### config.mk
export PLATFORM = sky130hd
export DESIGN_NAME = trigger_burst_gen
export DESIGN_NICKNAME = d
export VERILOG_FILES = /design/src/rtl/trigger_burst_gen.sv
export SDC_FILE = /design/constraint.sdc
export NUM_CORES = 1
export LEC_CHECK = 0
export ABC_CLOCK_PERIOD_IN_PS = 2500
export CAP_MARGIN = 20
export CORE_MARGIN = 2
export CORE_UTILIZATION = 48
export CTS_CLUSTER_DIAMETER = 30
export DETAILED_ROUTE_END_ITERATION = 7
export PLACE_DENSITY = 0.76
export SKIP_LAST_GASP = 1
export SLEW_MARGIN = 0
export SYNTH_ARGS = -nofsm -noshare
export SYNTH_HDL_FRONTEND = slang
export SYNTH_SLANG_ARGS = --single-unit
### constraint.sdc
create_clock -name Clk -period 2.5 [get_ports Clk]
set_clock_uncertainty 0.1 [all_clocks]
set_input_delay 0.375 -clock Clk [delete_from_list [all_inputs] [get_ports Clk]]
set_output_delay 0.375 -clock Clk [all_outputs]
set_load 0.05 [all_outputs]
### src/rtl/trigger_burst_gen.sv
// Expands each synchronised L1 trigger edge into a burst of Trigger_Count active cycles, with optional pending queue and TMR state.
// Latency: input rise -> Trig_Active after 3 clocks; no backpressure, L1_Reg_Full rejects new edges and only gates L1Trig_Out.
module trigger_burst_gen #(
    parameter int CNT_W      = 4,
    parameter int PEND_DEPTH = 4,
    parameter int TAG_W      = 5,
    parameter int TMR        = 1
) (
    input  logic             Clk,
    input  logic             Reset,
    input  logic             L1_Trig_In,
    input  logic [CNT_W-1:0] Trigger_Count,
    input  logic             Mode,
    input  logic             L1_Reg_Full,
    output logic             Trig_Active,
    output logic             L1Trig_Out,
    output logic             Trig_First,
    output logic [TAG_W-1:0] Trig_Tag,
    output logic [3:0]       Pend_Count,
    output logic             Trig_Dropped,
    output logic [7:0]       Drop_Count
);

    localparam logic [0:0] S_IDLE  = 1'b0;
    localparam logic [0:0] S_BURST = 1'b1;

    localparam logic [CNT_W:0]   CNT_ONE  = {{CNT_W{1'b0}}, 1'b1};
    localparam logic [TAG_W-1:0] TAG_ONE  = {{(TAG_W-1){1'b0}}, 1'b1};
    localparam logic [3:0]       PEND_MAX = 4'(PEND_DEPTH);

    // Every piece of state lives in one packed word so it can be replicated and voted as a unit.
    typedef struct packed {
        logic             s1;
        logic             s2;
        logic             s3;
        logic [0:0]       state;
        logic [CNT_W:0]   cnt;
        logic [TAG_W-1:0] tag;
        logic [TAG_W-1:0] next_tag;
        logic [3:0]       pend;
        logic             first;
        logic             dropped;
        logic [7:0]       drop_cnt;
    } st_t;

    localparam int SW = $bits(st_t);
    // Sync chain occupies the top three bits and resets high so a level held through reset is not an edge.
    localparam logic [SW-1:0] RST_VEC = {3'b111, {(SW-3){1'b0}}};

    logic [SW-1:0] st_q;
    logic [SW-1:0] st_d;
    st_t           cur;
    st_t           nxt;

    logic           trig_edge;
    logic           accept;
    logic           last;
    logic           start;
    logic           enq;
    logic           deq;
    logic           drop;
    logic [CNT_W:0] load_val;

    assign cur = st_q;

    always_comb begin
        trig_edge = cur.s2 & ~cur.s3;
        accept    = trig_edge & ~L1_Reg_Full;
        last      = (cur.state == S_BURST) && (cur.cnt == CNT_ONE);
        load_val  = (Trigger_Count == '0) ? {1'b1, {CNT_W{1'b0}}} : {1'b0, Trigger_Count};
        start     = 1'b0;
        enq       = 1'b0;
        deq       = 1'b0;
        drop      = 1'b0;

        if (cur.state == S_IDLE) begin
            start = accept;
            drop  = trig_edge & ~accept;
        end else if (last) begin
            if (cur.pend != 4'd0) begin
                // Consuming one entry this cycle always frees room for a same-cycle edge.
                start = 1'b1;
                deq   = 1'b1;
                enq   = accept & Mode;
                drop  = trig_edge & ~enq;
            end else begin
                start = accept;
                drop  = trig_edge & ~accept;
            end
        end else begin
            enq  = accept & Mode & (cur.pend < PEND_MAX);
            drop = trig_edge & ~enq;
        end

        nxt         = cur;
        nxt.s1      = L1_Trig_In;
        nxt.s2      = cur.s1;
        nxt.s3      = cur.s2;
        nxt.pend    = cur.pend + {3'b000, enq} - {3'b000, deq};
        nxt.first   = start;
        nxt.dropped = drop;
        if (drop && (cur.drop_cnt != 8'hFF)) begin
            nxt.drop_cnt = cur.drop_cnt + 8'd1;
        end

        if (start) begin
            nxt.state    = S_BURST;
            nxt.cnt      = load_val;
            nxt.tag      = cur.next_tag;
            nxt.next_tag = cur.next_tag + TAG_ONE;
        end else if (cur.state == S_BURST) begin
            nxt.cnt = cur.cnt - CNT_ONE;
            if (last) begin
                nxt.state = S_IDLE;
            end
        end
    end

    assign st_d = nxt;

    if (TMR != 0) begin : g_tmr
        logic [SW-1:0] rep0_q;
        logic [SW-1:0] rep1_q;
        logic [SW-1:0] rep2_q;

        // All copies reload from the voted next state, so an upset copy is scrubbed on the next edge.
        always_ff @(posedge Clk) begin
            if (Reset) begin
                rep0_q <= RST_VEC;
                rep1_q <= RST_VEC;
                rep2_q <= RST_VEC;
            end else begin
                rep0_q <= st_d;
                rep1_q <= st_d;
                rep2_q <= st_d;
            end
        end

        assign st_q = (rep0_q & rep1_q) | (rep0_q & rep2_q) | (rep1_q & rep2_q);
    end else begin : g_single
        logic [SW-1:0] rep0_q;

        always_ff @(posedge Clk) begin
            if (Reset) begin
                rep0_q <= RST_VEC;
            end else begin
                rep0_q <= st_d;
            end
        end

        assign st_q = rep0_q;
    end

    assign Trig_Active  = (cur.state == S_BURST);
    assign L1Trig_Out   = Trig_Active & ~L1_Reg_Full;
    assign Trig_First   = cur.first;
    assign Trig_Tag     = cur.tag;
    assign Pend_Count   = cur.pend;
    assign Trig_Dropped = cur.dropped;
    assign Drop_Count   = cur.drop_cnt;

endmodule

# After elaboration in Yosys (flattened, before gate mapping)
# Index checks and enable logic that the tools add are counted.
# op_classes
addsub	5
n_mul	0
div_mod_pow	0
order_cmp	1
n_eq_ne	2
n_shift	0
n_mux	18
bitwise	16
reduce_logical	4
# op_table
cell	n
OR 33 bit	2
bitwise AND 33 bit	1
two-way mux 1 bit	13
two-way mux 6 bit	2
two-way mux 10 bit	1
adder 8 x 1 -> 8 bit (second input constant)	1
bitwise AND 1 bit	8
two-way mux 8 bit	1
inequality test 8 bit (second input constant)	1
adder 5 x 1 -> 5 bit (second input constant)	1
equality test 5 x 1 -> 1 bit (second input constant)	1
two-way mux 5 bit	1
inverter 1 bit	5
subtractor 5 x 1 -> 5 bit (second input constant)	1
adder 4 x 1 -> 4 bit	1
zero test 4 bit	1
< comparator 4 x 3 -> 1 bit (second input constant)	1
nonzero test 4 bit	1
subtractor 4 x 1 -> 4 bit	1
logical AND 1 bit	2
# word_totals
reg_bits	33
latch_bits	0
ramBits	0
mem_bits_ro	0
inputBits	9
output_inout_bits	21
elab_cells	47
memories	0

# Longest topological paths before layout
# depth
ltp_word	14
ltp_mapped	12
ltp_nobuf	12

# Worst setup path after synthesis
# OpenSTA, ideal clock, no wires.
# synth_timing
kind	flip-flop to flip-flop
start	register g_tmr.rep2_q[29]
end	register g_tmr.rep2_q[12]
setup_time_ps	128
arrival_time_ps	2572
t_required_ps	2272
path_slack_ps	-299
path_stages_with_launch	11
n_path_buf	1
period_less_slack_ps	2799
cell_sequence	dfxtp_1 -> clkbuf_1 -> o21ai_0 -> or3_1 -> ha_1 -> inv_1 -> ha_1 -> inv_1 -> fa_1 -> xor2_1 -> nor2_1
# synth_via
elab_chain_cells	8
word_cells_on_any_way	10
classes_between	add/sub (2); mux (4); bitwise (3); reduce/logical (1)
# synth_rtl
item	line_no	text
start: declaration	124	logic [SW-1:0] rep2_q;
start signal: assignment	135	rep2_q <= st_d;
bitwise AND 33 bit (*)	139	assign st_q = (rep0_q & rep1_q) | (rep0_q & rep2_q) | (rep1_q & rep2_q);
OR 33 bit	139	
OR 33 bit (*)	139	
logical AND 1 bit	69	last = (cur.state == S_BURST) && (cur.cnt == CNT_ONE);
two-way mux 1 bit	79	end else if (last) begin
two-way mux 1 bit	76	if (cur.state == S_IDLE) begin
adder 4 x 1 -> 4 bit	99	nxt.pend = cur.pend + {3'b000, enq} - {3'b000, deq};
subtractor 4 x 1 -> 4 bit (*)	99	
# Mark *: on every way between the ends. The rest lies on a longest branch, timed or not.
# A chain may end at the register's enable or synchronous reset.

# Final worst setup path
# layout_timing
start	register g_tmr.rep2_q[25]
end	register g_tmr.rep2_q[11]
# layout_via
elab_chain_cells	9
word_cells_on_any_way	11
classes_between	add/sub (2); eq/ne (1); mux (4); bitwise (3); reduce/logical (1)
# layout_rtl
item	line_no
bitwise AND 33 bit (*)	139
OR 33 bit	139
OR 33 bit (*)	139
equality test 5 x 1 -> 1 bit (*)	69
logical AND 1 bit (*)	69
two-way mux 1 bit	79
two-way mux 1 bit	76
adder 4 x 1 -> 4 bit	99
subtractor 4 x 1 -> 4 bit (*)	99
# Marks and branches as above.

==> metrics.md <==
| Metric | Value |
|---|---|
| Outcome | `finished with violations` |
| Failing checks | `setup timing` |
| Per-cell routed wire length | `12.4 um` |
| DR vias | `1,521` |
| Seq pwr share | `52.7%` |
| Root Buffer | `clkbuf_8` |
| Sw Share | `24.4%` |
| Final core utilization | `65.7%` |
| Combinational power share | `9.0%` |
| H-tree Lvls | `2` |
| Worst hold stages | `1` |
| Starting Density | `50.2%` |
| WP data arrival | `2.59 ns` |
| Max-cap viol count | `0` |
| Boundary Pins | `30` |
| Critical path fanouts, max | `2` |
| Slew @ Worst Pin | `0.512 ns` |
| Crit path cell chain | `inv_2, ha_4, or4b_4, o21ai_2, or3_4, ha_4, inv_1, ha_2, inv_2, fa_2, nor2_1` |
| GP Congestion | `0.809` |
| Routed Antenna Nets | `0` |
| Post-route clock period utilization | `100%` |
| Met2 usage | `31.2%` |
| Total gr overflow | `0` |
| Critical path class | `flop to flop` |
| Synthesized-area fraction occupied by adder cells | `7.21%` |
| Core ar. | `3660 sq um` |
| Post-synthesis cell area | `1840 sq um` |
| Synth Area in Compound Gates | `11.8%` |
| XOR/XNOR Fraction of Synth Area | `5.24%` |
| Register-to-Register Path Depth | `11` |
| Clock slew at reported path FFs | `0.07 ns` |
| Syn avg cell area | `8.76 sq um` |
| Max Fclk | `399 MHz` |
| CTS Buf Count | `5` |
| Hold Path Sink | `g_tmr.rep2_q[31]` |
| Synth cell types | `51` |
| Die span in y | `65.9 um` |
| Ant. Diodes | `0` |
| Residual DRC | `0` |
| Syn_nets | `229` |
| Area Growth Syn to Fin | `30.7%` |
| Most flops, register | `g_tmr.rep2_q` |
| Routed WL | `3710 um` |
| CTS max path bufs | `2` |
| Critical path's slowest cell | `fa_2` |
| R2R setup slack | `-0.005 ns` |
| Global route hottest layer | `met2` |
| CP Capture Type | `flop` |
| Post-DP HPWL | `2580 um` |
| Largest regs | `g_tmr.rep2_q x33` |
| Via density | `5.09` |
| WP buf/inv | `3` |
| Initial antenna violation count | `0` |
| 1st-pass router iterations | `4` |
| Internal | `770 uW` |
| CTS Sinks | `33` |
| Largest net degree at the start of global routing | `36` |
| Share of cells above drive strength 1 | `28.3%` |
| Final Hold Viols | `0` |
| Die Wd | `65.9 um` |
| Max FFs per register | `33` |
| CP delay by family, top | `adder cells` |
| Largest family of logic cells by synthesized area | `simple AND/OR/NAND/NOR gates` |
| Final setup TNS | `-0.00479 ns` |
| Fin worst setup slack | `-0.00479 ns` |
| Area share of and/or/nand/nor cells after synthesis | `27.0%` |
| Reg-to-reg critical path startpoint | `g_tmr.rep2_q[25]` |
| Clock insertion delay at the later pin of the skew report | `0.28 ns` |
| Worst VDD drop | `0.000410 V` |
| Initial DRC count | `43` |
| CP startpoint kind | `flop` |
| Hold Startpoint | `g_tmr.rep2_q[32]` |
| DIE AREA | `4340 sq um` |
| Tmin final | `2.50 ns` |
| Syn. warnings | `0` |
| CP required | `2.58 ns` |
| Worst hold path class | `flop to flop` |
| FF-to-FF End | `g_tmr.rep2_q[11]` |
| Fill cells | `331` |
| First-pass GRT wire length | `5800 um` |
| P_sw | `249 uW` |
| All-Layer GR Usage | `17.7%` |
| IO buf count | `29` |
| Number of global-route vias before repair | `1,390` |
| Register area share after synthesis | `35.9%` |
| Met1 Usage GRT | `19.7%` |
| # nets final | `269` |
| Slew Viols, Final | `0` |
| Delay of the slowest cell on the worst path | `0.51 ns` |
| PD cells | `424 nW/um^2` |
| Pleak | `0.896 nW` |
| M3 GR Usage | `5.11%` |
| Setup repair after global routing missed its margin | `true` |
| Max-slew headroom | `65.7%` |
| CTS tree | `done` |
| Gate Count Post-Synth | `210` |
| Clk pwr share | `38.3%` |
| FP Rows | `22` |
| Yosys reg bits | `33` |
| Mux share of post-synthesis cell area | `1.97%` |
| Final setup violating endpoints | `1` |
cell usage in the layout, fill, tap and decap left out, types with 2 or more instances in the layout:
master           instances
a21oi_1                 11
a31oi_1                  2
and3_1                   4
buf_4                   28
clkbuf_8                 5
clkdlybuf4s50_1         28
clkinv_2                 2
dfxtp_1                 28
dfxtp_2                  4
ha_1                     5
ha_4                     3
inv_1                    7
inv_2                    3
nand2_1                 18
nand2b_1                 2
nand3_1                  6
nand4_1                  2
nor2_1                  24
nor2b_1                  6
nor3_1                   3
nor3_2                   2
nor3b_1                  2
nor4_1                   2
nor4b_1                  2
o21ai_0                  5
or2_2                    3
or3b_4                   2
xnor2_1                  6
xor2_1                   5
cells by family (layout without fill, tap and decap cells):
logic type,Yosys count,in the layout
and+or+nand+nor,87,87
buffers and inverters,34,75
DFF,33,33
AOI/OAI and AO/OA,32,32
xor gates and xnor gates,11,11
adders and majority gates,10,10
muxes,3,3
synth_stat cells (all sizes together):
cell type | instances | area (sq um)
a2111oi | 1 | 15.0
nand2b | 2 | 12.5
nor2 | 24 | 90.1
nor4b | 3 | 41.3
clkbuf | 5 | 18.8
a211oi | 2 | 20.0
or4b | 1 | 10.0
and4b | 1 | 10.0
ha | 9 | 113
o221a | 1 | 11.3
nand3 | 6 | 30.0
a311oi | 1 | 8.76
nor3b | 3 | 22.5
o21a | 1 | 7.51
mux2 | 2 | 26.3
nand2 | 19 | 73.8
or3b | 2 | 20.0
buf | 19 | 144
xnor2 | 6 | 52.6
or2 | 3 | 18.8
nor2b | 6 | 37.5
o32a | 1 | 10.0
or3 | 1 | 6.26
a31oi | 2 | 12.5
nor3 | 5 | 35.0
o21ai | 6 | 30.0
mux2i | 1 | 10.0
xor2 | 5 | 43.8
and3 | 5 | 36.3
fa | 1 | 20.0
a221oi | 1 | 8.76
nand4 | 2 | 12.5
dfxtp | 33 | 661
a21oi | 12 | 60.1
inv | 10 | 37.5
nor4 | 3 | 33.8
and2 | 1 | 6.26
a32oi | 1 | 8.76
a21o | 2 | 16.3
o211ai | 1 | 7.51
repair_timing:
action                                  CTS  global route
cloned                                    0             0
buffers inserted                          1             3
endpoints found under the setup margin    3             3
pin swaps                                 5             6
gates resized for setup                  11             5
hold buffers                              0             0
layer usage:
layer	routed length [um]	vias up	share of wire, %
met5	0	-	0
met3	121	6	3.3
met4	59	0	1.6
li1	-	783	-
met1	1670	708	45
met2	1860	24	50
power by group through the flow:
stage	combinational (mW)	sequential (mW)	clock (mW)
after CTS	0.0916	0.537	0.406
after global placement	0.0876	0.548	0
after floorplan	0.0458	0.551	0
after global routing	0.100	0.537	0.427
final	0.0918	0.537	0.390
after detailed placement	0.0890	0.548	0
metrics by stage:
stage          instances  instance area (sq um)  total power [mW]  worst slack, ns  hold WS, ns
2_1_floorplan        210                   1860             0.596          0.00717        0.289
3_3_place_gp         287                   2230             0.635           -0.165        0.291
3_5_place_dp         287                   2230             0.637           -0.191        0.308
4_1_cts              296                   2350              1.03          0.00454        0.329
5_1_grt              299                   2400              1.06           -0.106        0.346
6_report             299                   2400              1.02         -0.00479        0.322
worst max path at each step:
stage	startpoint	endpoint	slack, ns	depth (start not counted)
2_1_floorplan	g_tmr.rep2_q[12]	g_tmr.rep2_q[11]	0.007	11
3_3_place_gp	L1_Reg_Full	g_tmr.rep2_q[11]	-0.17	10
3_5_place_dp	L1_Reg_Full	g_tmr.rep2_q[11]	-0.19	10
4_1_cts	g_tmr.rep2_q[25]	g_tmr.rep2_q[11]	0.005	11
5_1_grt	g_tmr.rep2_q[25]	g_tmr.rep2_q[12]	-0.11	12
6_report	g_tmr.rep2_q[25]	g_tmr.rep2_q[11]	-0.005	11
area by class of cell:
class	count	area [sq um]	area share, %
clock inverters	2	10.0	0.416
inverters	10	37.5	1.56
repair buffers	57	510	21.2
well taps	48	60.1	2.50
clock buffers	6	72.6	3.02
flip-flops and latches	33	669	27.8
multi-input cells	143	1040	43.4
(Power assumes the default switching activity.)
